--- src/rtl/alu_seq_responder_if.sv ---
// alu_seq_responder_if: request/response channel bundle for the sequential ALU
//   master drives in_valid, A, B, opcode, out_ready
//   slave  drives in_ready, out_valid, result (2W), err, ovf
interface alu_seq_responder_if #(parameter int W = 4);
    logic           in_valid;
    logic           in_ready;
    logic [W-1:0]   A;
    logic [W-1:0]   B;
    logic [2:0]     opcode;
    logic           out_valid;
    logic           out_ready;
    logic [2*W-1:0] result;
    logic           err;
    logic           ovf;
    modport master (
        output in_valid, A, B, opcode, out_ready,
        input  in_ready, out_valid, result, err, ovf
    );
    modport slave (
        input  in_valid, A, B, opcode, out_ready,
        output in_ready, out_valid, result, err, ovf
    );
endinterface

--- src/rtl/alu_seq_responder.sv ---
// alu_seq_responder: handshaked multi-cycle W-bit ALU (iterative DIV/MOD/POW)
//   clk   : rising-edge clock
//   rst_n : asynchronous active-low reset
//   bus   : slave side of alu_seq_responder_if (request in, response out)
module alu_seq_responder #(parameter int W = 4) (
    input logic                clk,
    input logic                rst_n,
    alu_seq_responder_if.slave bus
);
    typedef enum logic [1:0] {IDLE, BUSY, DONE} state_t;
    localparam logic [2:0] OP_ADD = 3'b000;
    localparam logic [2:0] OP_SUB = 3'b001;
    localparam logic [2:0] OP_MUL = 3'b010;
    localparam logic [2:0] OP_DIV = 3'b011;
    localparam logic [2:0] OP_AND = 3'b100;
    localparam logic [2:0] OP_OR  = 3'b101;
    localparam logic [2:0] OP_MOD = 3'b110;
    localparam logic [W-1:0] W_CNT = W'(W);
    state_t         state_q, state_d;
    logic [W-1:0]   a_q, a_d, b_q, b_d, cnt_q, cnt_d, quo_q, quo_d, rem_q, rem_d;
    logic [2:0]     op_q, op_d;
    logic [2*W-1:0] acc_q, acc_d, result_q, result_d;
    logic           err_q, err_d, ovf_q, ovf_d;
    logic           is_div, div_zero, ge, pow_ovf;
    logic [W-1:0]   n_iter, diff;
    logic [W:0]     sh, sum;
    logic [3*W-1:0] prod;
    logic [2*W-1:0] calc;
    always_comb begin
        state_d  = state_q;
        a_d      = a_q;
        b_d      = b_q;
        op_d     = op_q;
        cnt_d    = cnt_q;
        quo_d    = quo_q;
        rem_d    = rem_q;
        acc_d    = acc_q;
        result_d = result_q;
        err_d    = err_q;
        ovf_d    = ovf_q;
        is_div   = op_q == OP_DIV || op_q == OP_MOD;
        div_zero = is_div && b_q == '0;
        // Iteration count: POW runs B cycles, non-zero DIV/MOD one per quotient bit.
        n_iter   = op_q == 3'b111 ? b_q : (is_div && !div_zero) ? W_CNT : '0;
        // Restoring division: shift next dividend bit into the partial remainder.
        sh       = {rem_q, quo_q[W-1]};
        ge       = sh >= {1'b0, b_q};
        prod     = {{2*W{1'b0}}, a_q} * {{W{1'b0}}, acc_q};
        pow_ovf  = |prod[3*W-1:2*W];
        sum      = {1'b0, a_q} + {1'b0, b_q};
        diff     = a_q >= b_q ? a_q - b_q : b_q - a_q;
        calc     = op_q == OP_ADD ? {{W-1{1'b0}}, sum} :
                   op_q == OP_SUB ? {{W{1'b0}}, diff} :
                   op_q == OP_MUL ? {{W{1'b0}}, a_q} * {{W{1'b0}}, b_q} :
                   op_q == OP_AND ? {{W{1'b0}}, a_q & b_q} :
                   op_q == OP_OR  ? {{W{1'b0}}, a_q | b_q} :
                   div_zero       ? '1 :
                   op_q == OP_DIV ? {{W{1'b0}}, quo_q} :
                   op_q == OP_MOD ? {{W{1'b0}}, rem_q} : acc_q;
        case (state_q)
            IDLE: if (bus.in_valid) begin
                state_d = BUSY;
                a_d     = bus.A;
                b_d     = bus.B;
                op_d    = bus.opcode;
                cnt_d   = '0;
                quo_d   = bus.A;
                rem_d   = '0;
                acc_d   = {{2*W-1{1'b0}}, 1'b1};
                err_d   = 1'b0;
                ovf_d   = 1'b0;
            end
            BUSY: if (cnt_q == n_iter) begin
                state_d  = DONE;
                result_d = calc;
                err_d    = div_zero;
            end else begin
                cnt_d = cnt_q + 1'b1;
                quo_d = {quo_q[W-2:0], ge};
                rem_d = ge ? W'(sh - {1'b0, b_q}) : sh[W-1:0];
                // Saturate and flag on overflow; keep iterating so latency stays B.
                if (op_q == 3'b111) begin
                    acc_d = pow_ovf ? '1 : prod[2*W-1:0];
                    ovf_d = ovf_q | pow_ovf;
                end
            end
            DONE: if (bus.out_ready) begin
                state_d  = IDLE;
                result_d = '0;
                err_d    = 1'b0;
                ovf_d    = 1'b0;
            end
            default: state_d = IDLE;
        endcase
    end
    always_ff @(posedge clk or negedge rst_n) begin
        if (!rst_n) begin
            state_q  <= IDLE;
            a_q      <= '0;
            b_q      <= '0;
            op_q     <= '0;
            cnt_q    <= '0;
            quo_q    <= '0;
            rem_q    <= '0;
            acc_q    <= '0;
            result_q <= '0;
            err_q    <= 1'b0;
            ovf_q    <= 1'b0;
        end else begin
            state_q  <= state_d;
            a_q      <= a_d;
            b_q      <= b_d;
            op_q     <= op_d;
            cnt_q    <= cnt_d;
            quo_q    <= quo_d;
            rem_q    <= rem_d;
            acc_q    <= acc_d;
            result_q <= result_d;
            err_q    <= err_d;
            ovf_q    <= ovf_d;
        end
    end
    assign bus.in_ready  = state_q == IDLE;
    assign bus.out_valid = state_q == DONE;
    assign bus.result    = result_q;
    assign bus.err       = err_q;
    assign bus.ovf       = ovf_q;
endmodule

--- src/flat_wrapper.sv ---
// flat-port wrapper written by rule: the top's interface ports become plain ports
module alu_seq_responder_flat 
#(parameter int W = 4)
  (clk, rst_n, bus_in_valid, bus_A, bus_B, bus_opcode, bus_out_ready, bus_in_ready, bus_out_valid, bus_result, bus_err, bus_ovf);
  alu_seq_responder_if #(.W(W)) bus_i ();
  input logic clk;
  input logic rst_n;
  input wire logic [$bits(bus_i.in_valid)-1:0] bus_in_valid;
  input wire logic [$bits(bus_i.A)-1:0] bus_A;
  input wire logic [$bits(bus_i.B)-1:0] bus_B;
  input wire logic [$bits(bus_i.opcode)-1:0] bus_opcode;
  input wire logic [$bits(bus_i.out_ready)-1:0] bus_out_ready;
  output wire logic [$bits(bus_i.in_ready)-1:0] bus_in_ready;
  output wire logic [$bits(bus_i.out_valid)-1:0] bus_out_valid;
  output wire logic [$bits(bus_i.result)-1:0] bus_result;
  output wire logic [$bits(bus_i.err)-1:0] bus_err;
  output wire logic [$bits(bus_i.ovf)-1:0] bus_ovf;
  assign bus_i.in_valid = bus_in_valid;
  assign bus_i.A = bus_A;
  assign bus_i.B = bus_B;
  assign bus_i.opcode = bus_opcode;
  assign bus_i.out_ready = bus_out_ready;
  assign bus_in_ready = bus_i.in_ready;
  assign bus_out_valid = bus_i.out_valid;
  assign bus_result = bus_i.result;
  assign bus_err = bus_i.err;
  assign bus_ovf = bus_i.ovf;
  alu_seq_responder #(.W(W)) u_core (.clk(clk), .rst_n(rst_n), .bus(bus_i));
endmodule
--- config.mk ---
export PLATFORM = sky130hd
export DESIGN_NAME = alu_seq_responder_flat
export DESIGN_NICKNAME = d
export VERILOG_FILES = /design/src/rtl/alu_seq_responder_if.sv /design/src/rtl/alu_seq_responder.sv /design/src/flat_wrapper.sv
export SDC_FILE = /design/constraint.sdc
export NUM_CORES = 1
export LEC_CHECK = 0
export ABC_AREA = 1
export CAP_MARGIN = 20
export CORE_MARGIN = 1
export CORE_UTILIZATION = 30
export CTS_BUF_LIST = sky130_fd_sc_hd__clkbuf_16
export DETAILED_ROUTE_END_ITERATION = 7
export GPL_ROUTABILITY_DRIVEN = 0
export PLACE_DENSITY = 0.48
export SLEW_MARGIN = 40
export SYNTH_ARGS = -nofsm -noshare
export SYNTH_HDL_FRONTEND = slang
export SYNTH_SLANG_ARGS = --single-unit
--- constraint.sdc ---
create_clock -name clk -period 4 [get_ports clk]
set_input_delay 0.8 -clock clk [delete_from_list [all_inputs] [get_ports clk]]
set_output_delay 0.8 -clock clk [all_outputs]
set_load 0.02 [all_outputs]
==> results of run 1 <==
-- final timing paths --
path | start | to | slack [ps] | cells past startpoint
max | u_core.a_q[3]$_DFFE_PN0P_ | u_core.acc_q[6]$_DFFE_PN0P_ | 500 | 17
min | u_core.quo_q[0]$_DFFE_PN0P_ | u_core.quo_q[0]$_DFFE_PN0P_ | 490 | 2
max reg2reg | u_core.a_q[3]$_DFFE_PN0P_ | u_core.acc_q[6]$_DFFE_PN0P_ | 500 | 17
min reg2reg | u_core.quo_q[0]$_DFFE_PN0P_ | u_core.quo_q[0]$_DFFE_PN0P_ | 490 | 2
max in group asynchronous | rst_n | u_core.cnt_q[2]$_DFFE_PN0P_ | 3100 | 1
min in group asynchronous | rst_n | u_core.op_q[1]$_DFFE_PN0P_ | 500 | 1
-- flip-flops by register name, summed over array words and instances (netlist names) --
signal,flops
u_core.acc_q,8
u_core.op_q,3
u_core.quo_q,4
u_core.cnt_q,4
u_core.state_q,2
u_core.rem_q,4
u_core.b_q,4
u_core.bus.ovf,1
u_core.bus.result,8
u_core.a_q,4
u_core.bus.err,1
-- per-layer routing --
layer,part of all wire [%],up-vias,global-route usage [%]
met2,45,69,27.5
met3,3.5,13,2.31
met4,1.2,0,3.95
met1,50,1940,23.6
li1,-,2108,-
met5,0,-,0
-- cell usage after synthesis, types with 2 or more instances --
master    instances  share of area [%]
nand2_1         193                 16
inv_1           105                8.6
ha_1             48                 13
nand3_1          47                5.2
dfrtp_1          43                 24
o21ai_0          43                4.7
nor2_1           29                2.4
a21oi_1          27                3.0
fa_1             20                8.8
nand4_1          12                1.6
clkbuf_1          8               0.66
o21ai_2           8                1.5
xor2_1            7                1.3
inv_2             5               0.41
nand2_2           5               0.69
nand3b_1          4               0.66
nor3_1            4               0.44
o211ai_1          4               0.66
nand2_4           3               0.74
nand3_2           3               0.66
o21ai_1           3               0.33
xnor2_1           3               0.58
buf_4             2               0.33
inv_4             2               0.27
mux2i_1           2               0.44
nor2_2            2               0.27
nor3_2            2               0.44
o21a_1            2               0.33
o21bai_1          2               0.33
-- where the power goes --
group          internal [mW]  total [mW]  switching [mW]
sequential             0.603       0.911           0.308
clock                  0.228       0.408           0.180
combinational          0.955        2.66            1.71
total                   1.79        3.98            2.19
-- worst max-delay path: cells and delay by family, from the launching register on --
family | cells | cell delay (ps)
AOI/OAI and AO/OA | 2 | 400
adders and majority gates | 3 | 1400
buffers and inverters | 4 | 200
DFF | 1 | 550
and+or+nand+nor | 8 | 810
-- cell type report --
| cell class | instances | area (sq um) | share of cell area (%) |
|---|---|---|---|
| Sequential cell | 43 | 1080 | 20.9 |
| Clock inverter | 3 | 16.3 | 0.316 |
| Multi-Input combinational cell | 479 | 2980 | 58.0 |
| Clock buffer | 5 | 125 | 2.43 |
| Tap cell | 184 | 230 | 4.47 |
| Timing Repair Buffer | 29 | 280 | 5.45 |
| Inverter | 113 | 434 | 8.44 |
-- cell families (layout without fill, tap and decap cells) --
logic type / Yosys count / in the layout / share of synthesized area (%)
and+or+nand+nor: 307 / 307 / 29.4
muxes: 2 / 2 / 0.439
AOI/OAI and AO/OA: 92 / 92 / 11.5
adders and majority gates: 68 / 68 / 21.9
buffers and inverters: 126 / 150 / 11.2
DFF: 43 / 43 / 23.6
xor gates and xnor gates: 10 / 10 / 1.92
==> results.toml, run 1 <==
[status]
status = "complete, but fails checks"
violations = "DRC"

[yosys]
syn_avg_cell_area_sq_um = 7.04
synth_area_sq_mm = 0.00456
yosys_most_used_dff = "dfrtp_1"
yosys.cell_types.count = 39
synthArstFlopShare_pct = 100
ys_ff_latch = 43
synth_warnings = 0
synth_edf_count = 0
synth_nets = 731
syn_inst = 648
ys_seq_area_share_pct = 23.6

[timing]
period_needed_ps = 3500
fin_tns_setup_ps = 0
finalCritPeriodShare_pct = 87.4
drv_slew = 0
skew_ps = 4.27
fmax_mhz = 286
worst_slew_pin_slew_ps = 661
timing.hold.ws_ps = 491
hold_violations = 0
fin_ws_ps = 503
relSlewSlack_pct = 55.7
rsz0062_at_grt = "no"
setup_violations = 0

[detailed_routing]
drt_first_pass_iters = 7
drt_iter0_drc = 284
vias_per_cell = 4.82
drt-total-wl_um = 12500
post_drt_wl_per_cell_um = 14.6
dr_total_vias = 4130
drc = 2
ant_nets = 0

[floorplan]
start_util_pct = 31.0
core_region_area_sq_mm = 0.0147
die_w_um = 125
num_io_pins = 27
die_height_um = 125
rows = 44
dieArea_sq_mm = 0.0157

[finish]
area_growth_pct = 12.8
diodes = 0
most-common-layout-cells = "nand2_1 (193), inv_1 (106), ha_1 (48)"
layout_commonest_cell = "nand2_1"
finalNonFillerCells = 856
postLayoutCellArea_sq_mm = 0.00515
nFillCells = 1550
utilization_pct = 35.0
drive_gt1_share_pct = 6.70
final_nets = 754

[cts]
clkLatencyLatePin_ps = 290
cts_root_buf = "clkbuf_16"
postCtsSetupBuffers = 0
clkSlewWorstSetupHoldPaths_ps = 60
tritoncts = "done"
cts.path.max_buffers = 2
cts_made_buffers = 5
cts.sinks = 43
post_cts_resized = 0
htreeDepth = 2
holdBufCountCts = 0

[grt]
overflow = 0
antenna_found_initial = 0
grt_pass1_wl_um = 21300
grt_start_max_net_pins = 44
grt_pass1_vias = 4163
grt_use_total_pct = 16.9

[setup_path]
cp.arrival_ps = 3670
cp-end-kind = "flip-flop"
slowest_stage = "dfrtp_1"
worstSetupStartpointType = "flip-flop"
cp_max_fo = 14
path_class = "reg2reg"
crit_chain = "nand2_1 -> inv_1 -> fa_1 -> inv_1 -> fa_1 -> inv_1 -> ha_1 -> nand2_1 -> inv_1 -> a21oi_1 -> nand2_1 -> nand2_1 -> nand2_1 -> nor2_1 -> nand3_1 -> o21ai_0 -> nand2_1"
worstPathRequired_ps = 4180
critPathMaxStageDelay_ps = 550
timing.critical_path.mode_cell = "nand2_1"

[power]
ir_drop_mv = 0.252
finalPower_mw = 3.98
power_density_mw_per_mm2 = 774
leakagePower_nw = 2.91

[flow_run]
maxCapViolCount = 0

[place]
placedInstanceArea_sq_mm = 0.00500
dp.cells = 848
dp_hpwl_um = 10100
dp_slack_ps = 476
io_buffers = 26

[worst_hold_path]
hp-class = "reg2reg"
Power figures use the tool's default switching activity.
==> run 2, diff against run 1 <==
--- a/config.mk
+++ b/config.mk
@@ -6,13 +6,13 @@
 export NUM_CORES = 1
 export LEC_CHECK = 0
 export ABC_AREA = 1
-export CAP_MARGIN = 20
+export CAP_MARGIN = 5
 export CORE_MARGIN = 1
 export CORE_UTILIZATION = 30
 export CTS_BUF_LIST = sky130_fd_sc_hd__clkbuf_16
 export DETAILED_ROUTE_END_ITERATION = 7
 export GPL_ROUTABILITY_DRIVEN = 0
-export PLACE_DENSITY = 0.48
+export PLACE_DENSITY_LB_ADDON = 0.08
 export SLEW_MARGIN = 40
 export SYNTH_ARGS = -nofsm -noshare
 export SYNTH_HDL_FRONTEND = slang
==> run 2 against run 1 <==
  * Largest power group unchanged
  * The flow still finishes with violations (DRC)
  * Largest cell class unchanged
  * Final cell count increased by 0.47%
  * Critical path type unchanged
  * Core utilization increased by 0.33 points
  * Power increased by 2.8%
==> results.toml, run 2 (synthesis gave the netlist of run 1 again) <==
[finish]
layout_commonest_cell = "nand2_1"
diodes = 0
final_nets = 758
area_growth_pct = 13.9
drive_gt1_share_pct = 7.40
most-common-layout-cells = "nand2_1 (193), inv_1 (105), ha_1 (48)"

[detailed_routing]
drt_first_pass_iters = 8
drc = 3
drt-total-wl_um = 13000
ant_nets = 0
post_drt_wl_per_cell_um = 15.1
vias_per_cell = 4.75
dr_total_vias = 4088
drt_iter0_drc = 262

[setup_path]
worstSetupStartpointType = "flip-flop"
path_class = "reg2reg"
rrSetupSlack_ps = 430
worstPathRequired_ps = 4180
cp.arrival_ps = 3750
cp_max_fo = 14
cp-end-kind = "flip-flop"

[grt]
grt_start_max_net_pins = 44
met3_usage_pct = 2.82
met2_usage_pct = 29.2
grt_pass1_wl_um = 21800
grt_use_met1_pct = 24.4
overflow = 0
busiest_layer = "met2"
grt_use_total_pct = 17.6
grt_pass1_vias = 4213
antenna_found_initial = 0

[flow_run]
maxCapViolCount = 0

[floorplan]
num_io_pins = 27
core_region_area_sq_mm = 0.0147
start_util_pct = 31.0
dieArea_sq_mm = 0.0157
die_height_um = 125
rows = 44
die_w_um = 125

[timing]
period_needed_ps = 3570
rsz0062_at_grt = "no"
worst_slew_pin_slew_ps = 617
timing.hold.ws_ps = 492
fin_tns_setup_ps = 0
relSlewSlack_pct = 58.7
skew_ps = 7.09
drv_slew = 0
hold_violations = 0
finalCritPeriodShare_pct = 89.2
fmax_mhz = 280
setup_violations = 0

[cts]
cts.sinks = 43
cts_made_buffers = 5
cts.path.max_buffers = 2
clkLatencyLatePin_ps = 290
cts_root_buf = "clkbuf_16"
clkSlewWorstSetupHoldPaths_ps = 70
tritoncts = "done"
htreeDepth = 2

[power]
combPwrFrac_pct = 66.1
ir_drop_mv = 0.284
p_int_mw = 1.87
sequentialPowerShare_pct = 22.2
p_switching_mw = 2.22
leakagePower_nw = 2.94
netSwitchingFraction_pct = 54.3
power_density_mw_per_mm2 = 788
power_frac_clock_pct = 11.7

[status]
status = "complete, but fails checks"
violations = "DRC"

[place]
dp_hpwl_um = 10500
io_buffers = 26

[worst_hold_path]
hp-class = "reg2reg"
-- run 2: power groups by stage --
stage	registers (mW)	clock network, mW	logic, mW
detailed placement	0.915	0	2.69
CTS	0.908	0.489	2.72
floorplan	0.803	0	2.02
global route	0.943	0.506	3.10
finish	0.910	0.479	2.70
global placement	0.912	0	2.71
-- run 2: per-stage QoR --
stage	cell area, sq um	setup WS, ps	instances	utilization, %	total power [mW]
after floorplan	4560	750	648	-	2.82
after global placement	5020	501	852	34.2	3.62
after detailed placement	5030	443	852	34.2	3.61
after CTS	5190	418	860	35.3	4.12
after global routing	5190	0.210	860	35.3	4.55
final	5190	433	860	35.3	4.09
-- run 2: cell type report --
cell class                 instances  area [sq um]
fill                            1552          9500
multi-input combinational        479          2980
sequential                        43          1080
inverter                         113           434
timing repair buffer              33           310
tap                              184           230
clock buffer                       5           125
clock inverter                     3          38.8
-- run 2: path summary, 6_finish.rpt --
kind	from	to	depth (start not counted)
setup / recovery	u_core.a_q[3]$_DFFE_PN0P_	u_core.acc_q[1]$_DFFE_PN0P_	15
hold / removal	u_core.quo_q[0]$_DFFE_PN0P_	u_core.quo_q[0]$_DFFE_PN0P_	2
setup reg to reg	u_core.a_q[3]$_DFFE_PN0P_	u_core.acc_q[1]$_DFFE_PN0P_	15
hold reg to reg	u_core.quo_q[0]$_DFFE_PN0P_	u_core.quo_q[0]$_DFFE_PN0P_	2
max in group asynchronous	rst_n	u_core.a_q[2]$_DFFE_PN0P_	1
min in group asynchronous	rst_n	u_core.state_q[1]$_DFFE_PN0P_	1
-- run 2: layer usage --
| layer | vias to the layer above | share of wire, % |
|---|---|---|
| met2 | 52 | 45 |
| met5 | - | 0 |
| met1 | 1921 | 51 |
| met4 | 0 | 0.46 |
| met3 | 8 | 3.4 |
| li1 | 2107 | - |
-- run 2: worst max-delay path, cell delays in order (launching register included) --
cell     delay [ps]
dfrtp_1         550
nand2_1         130
inv_1            60
fa_1            530
inv_1            50
fa_1            530
inv_1            50
ha_1            350
a21oi_1         290
nand4_1         150
nand2_1          90
inv_1            40
nor2_1          100
nand3_1         230
o21ai_0         250
nand2_1          70
-- run 2: what timing repair did --
item | 4_1_cts | 5_1_grt
endpoints found under the setup margin | 0 | 2
endpoints found under the hold margin | 0 | 0
resized for setup | 0 | 1
hold buffers | 0 | 0
buffers inserted | 0 | 0
==> run 3, diff against run 2 <==
--- a/config.mk
+++ b/config.mk
@@ -13,7 +13,7 @@
 export DETAILED_ROUTE_END_ITERATION = 7
 export GPL_ROUTABILITY_DRIVEN = 0
 export PLACE_DENSITY_LB_ADDON = 0.08
-export SLEW_MARGIN = 40
+export SLEW_MARGIN = 20
 export SYNTH_ARGS = -nofsm -noshare
 export SYNTH_HDL_FRONTEND = slang
 export SYNTH_SLANG_ARGS = --single-unit
==> run 3 against run 2 <==
  * The flow still finishes with violations (DRC)
  * Sequential power is essentially flat
  * Flip-flop and latch count is the same
  * Final area shrank 0.58%
  * Clock power shrank 15%
  * Die area is the same
  * Worst setup slack gained 62 ps
  * Worst hold slack gained 4.7 ps
  * Maximum frequency grew 1.8%
==> results.toml, run 3 (synthesis gave the netlist of run 1 again) <==
[finish]
drive_gt1_share_pct = 7.25
finalNonFillerCells = 860
layout_commonest_cell = "nand2_1"
diodes = 0
final_nets = 758
postLayoutCellArea_sq_mm = 0.00516
most-common-layout-cells = "nand2_1 (193), inv_1 (107), ha_1 (48)"
area_growth_pct = 13.3

[grt]
overflow = 0
grt_start_max_net_pins = 44
antenna_found_initial = 0
grt_use_total_pct = 17.4
grt_pass1_vias = 4191
grt_pass1_wl_um = 21600

[place]
dp_hpwl_um = 10500
io_buffers = 26
placedInstanceArea_sq_mm = 0.00502
dp.cells = 852

[cts]
postCtsSetupBuffers = 0
clkLatencyLatePin_ps = 290
cts.path.max_buffers = 2
cts_made_buffers = 5
cts_root_buf = "clkbuf_16"
htreeDepth = 2
holdBufCountCts = 0
post_cts_resized = 0
tritoncts = "done"
cts.sinks = 43
clkSlewWorstSetupHoldPaths_ps = 60

[setup_path]
timing.critical_path.mode_cell = "nand2_1"
worstSetupStartpointType = "flip-flop"
regToRegEndpoint = "u_core.acc_q[5]$_DFFE_PN0P_"
cp_max_fo = 14
cp-end-kind = "flip-flop"
cp.arrival_ps = 3680
crit_chain = "nand2_1 -> inv_1 -> fa_1 -> inv_1 -> fa_1 -> inv_1 -> ha_1 -> nand2_1 -> inv_1 -> a21oi_1 -> nand2_1 -> nand2_1 -> nand2_1 -> nor2_1 -> nand3_1 -> o21ai_0 -> nand2_1"
slowest_stage = "fa_1"
rrSetupSlack_ps = 490
path_class = "reg2reg"
critPathMaxStageDelay_ps = 530
r2r-start = "u_core.a_q[3]$_DFFE_PN0P_"
ff2ff_path_depth = 17
worstPathRequired_ps = 4170

[floorplan]
dieArea_sq_mm = 0.0157
num_io_pins = 27
die_w_um = 125
core_region_area_sq_mm = 0.0147
rows = 44
die_height_um = 125
start_util_pct = 31.0

[detailed_routing]
drt_first_pass_iters = 8
post_drt_wl_per_cell_um = 15.0
dr_total_vias = 4133
drt-total-wl_um = 12900
ant_nets = 0
drc = 6
vias_per_cell = 4.81
drt_iter0_drc = 216

[timing]
setup_violations = 0
worst_slew_pin_slew_ps = 977
drv_slew = 0
fmax_mhz = 285
rsz0062_at_grt = "no"
finalCritPeriodShare_pct = 87.6
timing.hold.ws_ps = 497
period_needed_ps = 3510
relSlewSlack_pct = 34.4
skew_ps = 5.89
fin_tns_setup_ps = 0
hold_violations = 0

[status]
violations = "DRC"
status = "complete, but fails checks"

[worst_hold_path]
hold_path_depth = 2
hold_start = "u_core.bus.err$_DFFE_PN0P_"
holdPathEnd = "u_core.bus.err$_DFFE_PN0P_"
hp-class = "reg2reg"

[power]
power_density_mw_per_mm2 = 777
ir_drop_mv = 0.264
leakagePower_nw = 2.93

[flow_run]
maxCapViolCount = 0
-- run 3: power by group --
group,internal [mW],switching [mW]
Sequential,0.605,0.306
Combinational,0.972,1.72
Clock,0.226,0.179
Total,1.80,2.21
-- run 3: per-layer routing --
layer | GRT usage, % | vias up | share of wire [%]
li1 | - | 2112 | -
met5 | 0 | - | 0
met2 | 28.8 | 89 | 45
met3 | 2.74 | 15 | 4.9
met4 | 3.80 | 0 | 1.4
met1 | 23.9 | 1917 | 49
-- run 3: worst max-delay path: cells and delay by family (launching register included) --
family	cells	cell delay [ps]
adders and majority gates	3	1400
DFF	1	510
AOI/OAI and AO/OA	2	450
and+or+nand+nor	8	830
buffers and inverters	4	200
-- run 3: worst max path at each step --
stage | startpoint | end | slack [ps] | cells past startpoint
2_1_floorplan | u_core.a_q[1]$_DFFE_PN0P_ | u_core.acc_q[1]$_DFFE_PN0P_ | 750 | 14
3_3_place_gp | u_core.a_q[3]$_DFFE_PN0P_ | u_core.acc_q[5]$_DFFE_PN0P_ | 500 | 17
3_5_place_dp | u_core.a_q[2]$_DFFE_PN0P_ | u_core.acc_q[1]$_DFFE_PN0P_ | 430 | 13
4_1_cts | u_core.a_q[2]$_DFFE_PN0P_ | u_core.acc_q[1]$_DFFE_PN0P_ | 410 | 13
5_1_grt | u_core.a_q[3]$_DFFE_PN0P_ | u_core.acc_q[5]$_DFFE_PN0P_ | 120 | 17
6_report | u_core.a_q[3]$_DFFE_PN0P_ | u_core.acc_q[5]$_DFFE_PN0P_ | 490 | 17
-- run 3: stage by stage --
stage / util (%) / setup WS [ps] / power, mW
2_1_floorplan: - / 750 / 2.82
3_3_place_gp: 34.2 / 501 / 3.62
3_5_place_dp: 34.2 / 434 / 3.60
4_1_cts: 35.1 / 409 / 4.04
5_1_grt: 35.1 / 118 / 4.47
6_report: 35.1 / 495 / 4.01
-- run 3: final cells by class --
cell class	instances	area [sq um]
timing repair buffer	33	310
inverter	113	434
tap	184	230
multi-input combinational	479	2970
clock buffer	5	125
clock inverter	3	12.5
sequential	43	1080
fill	1567	9530
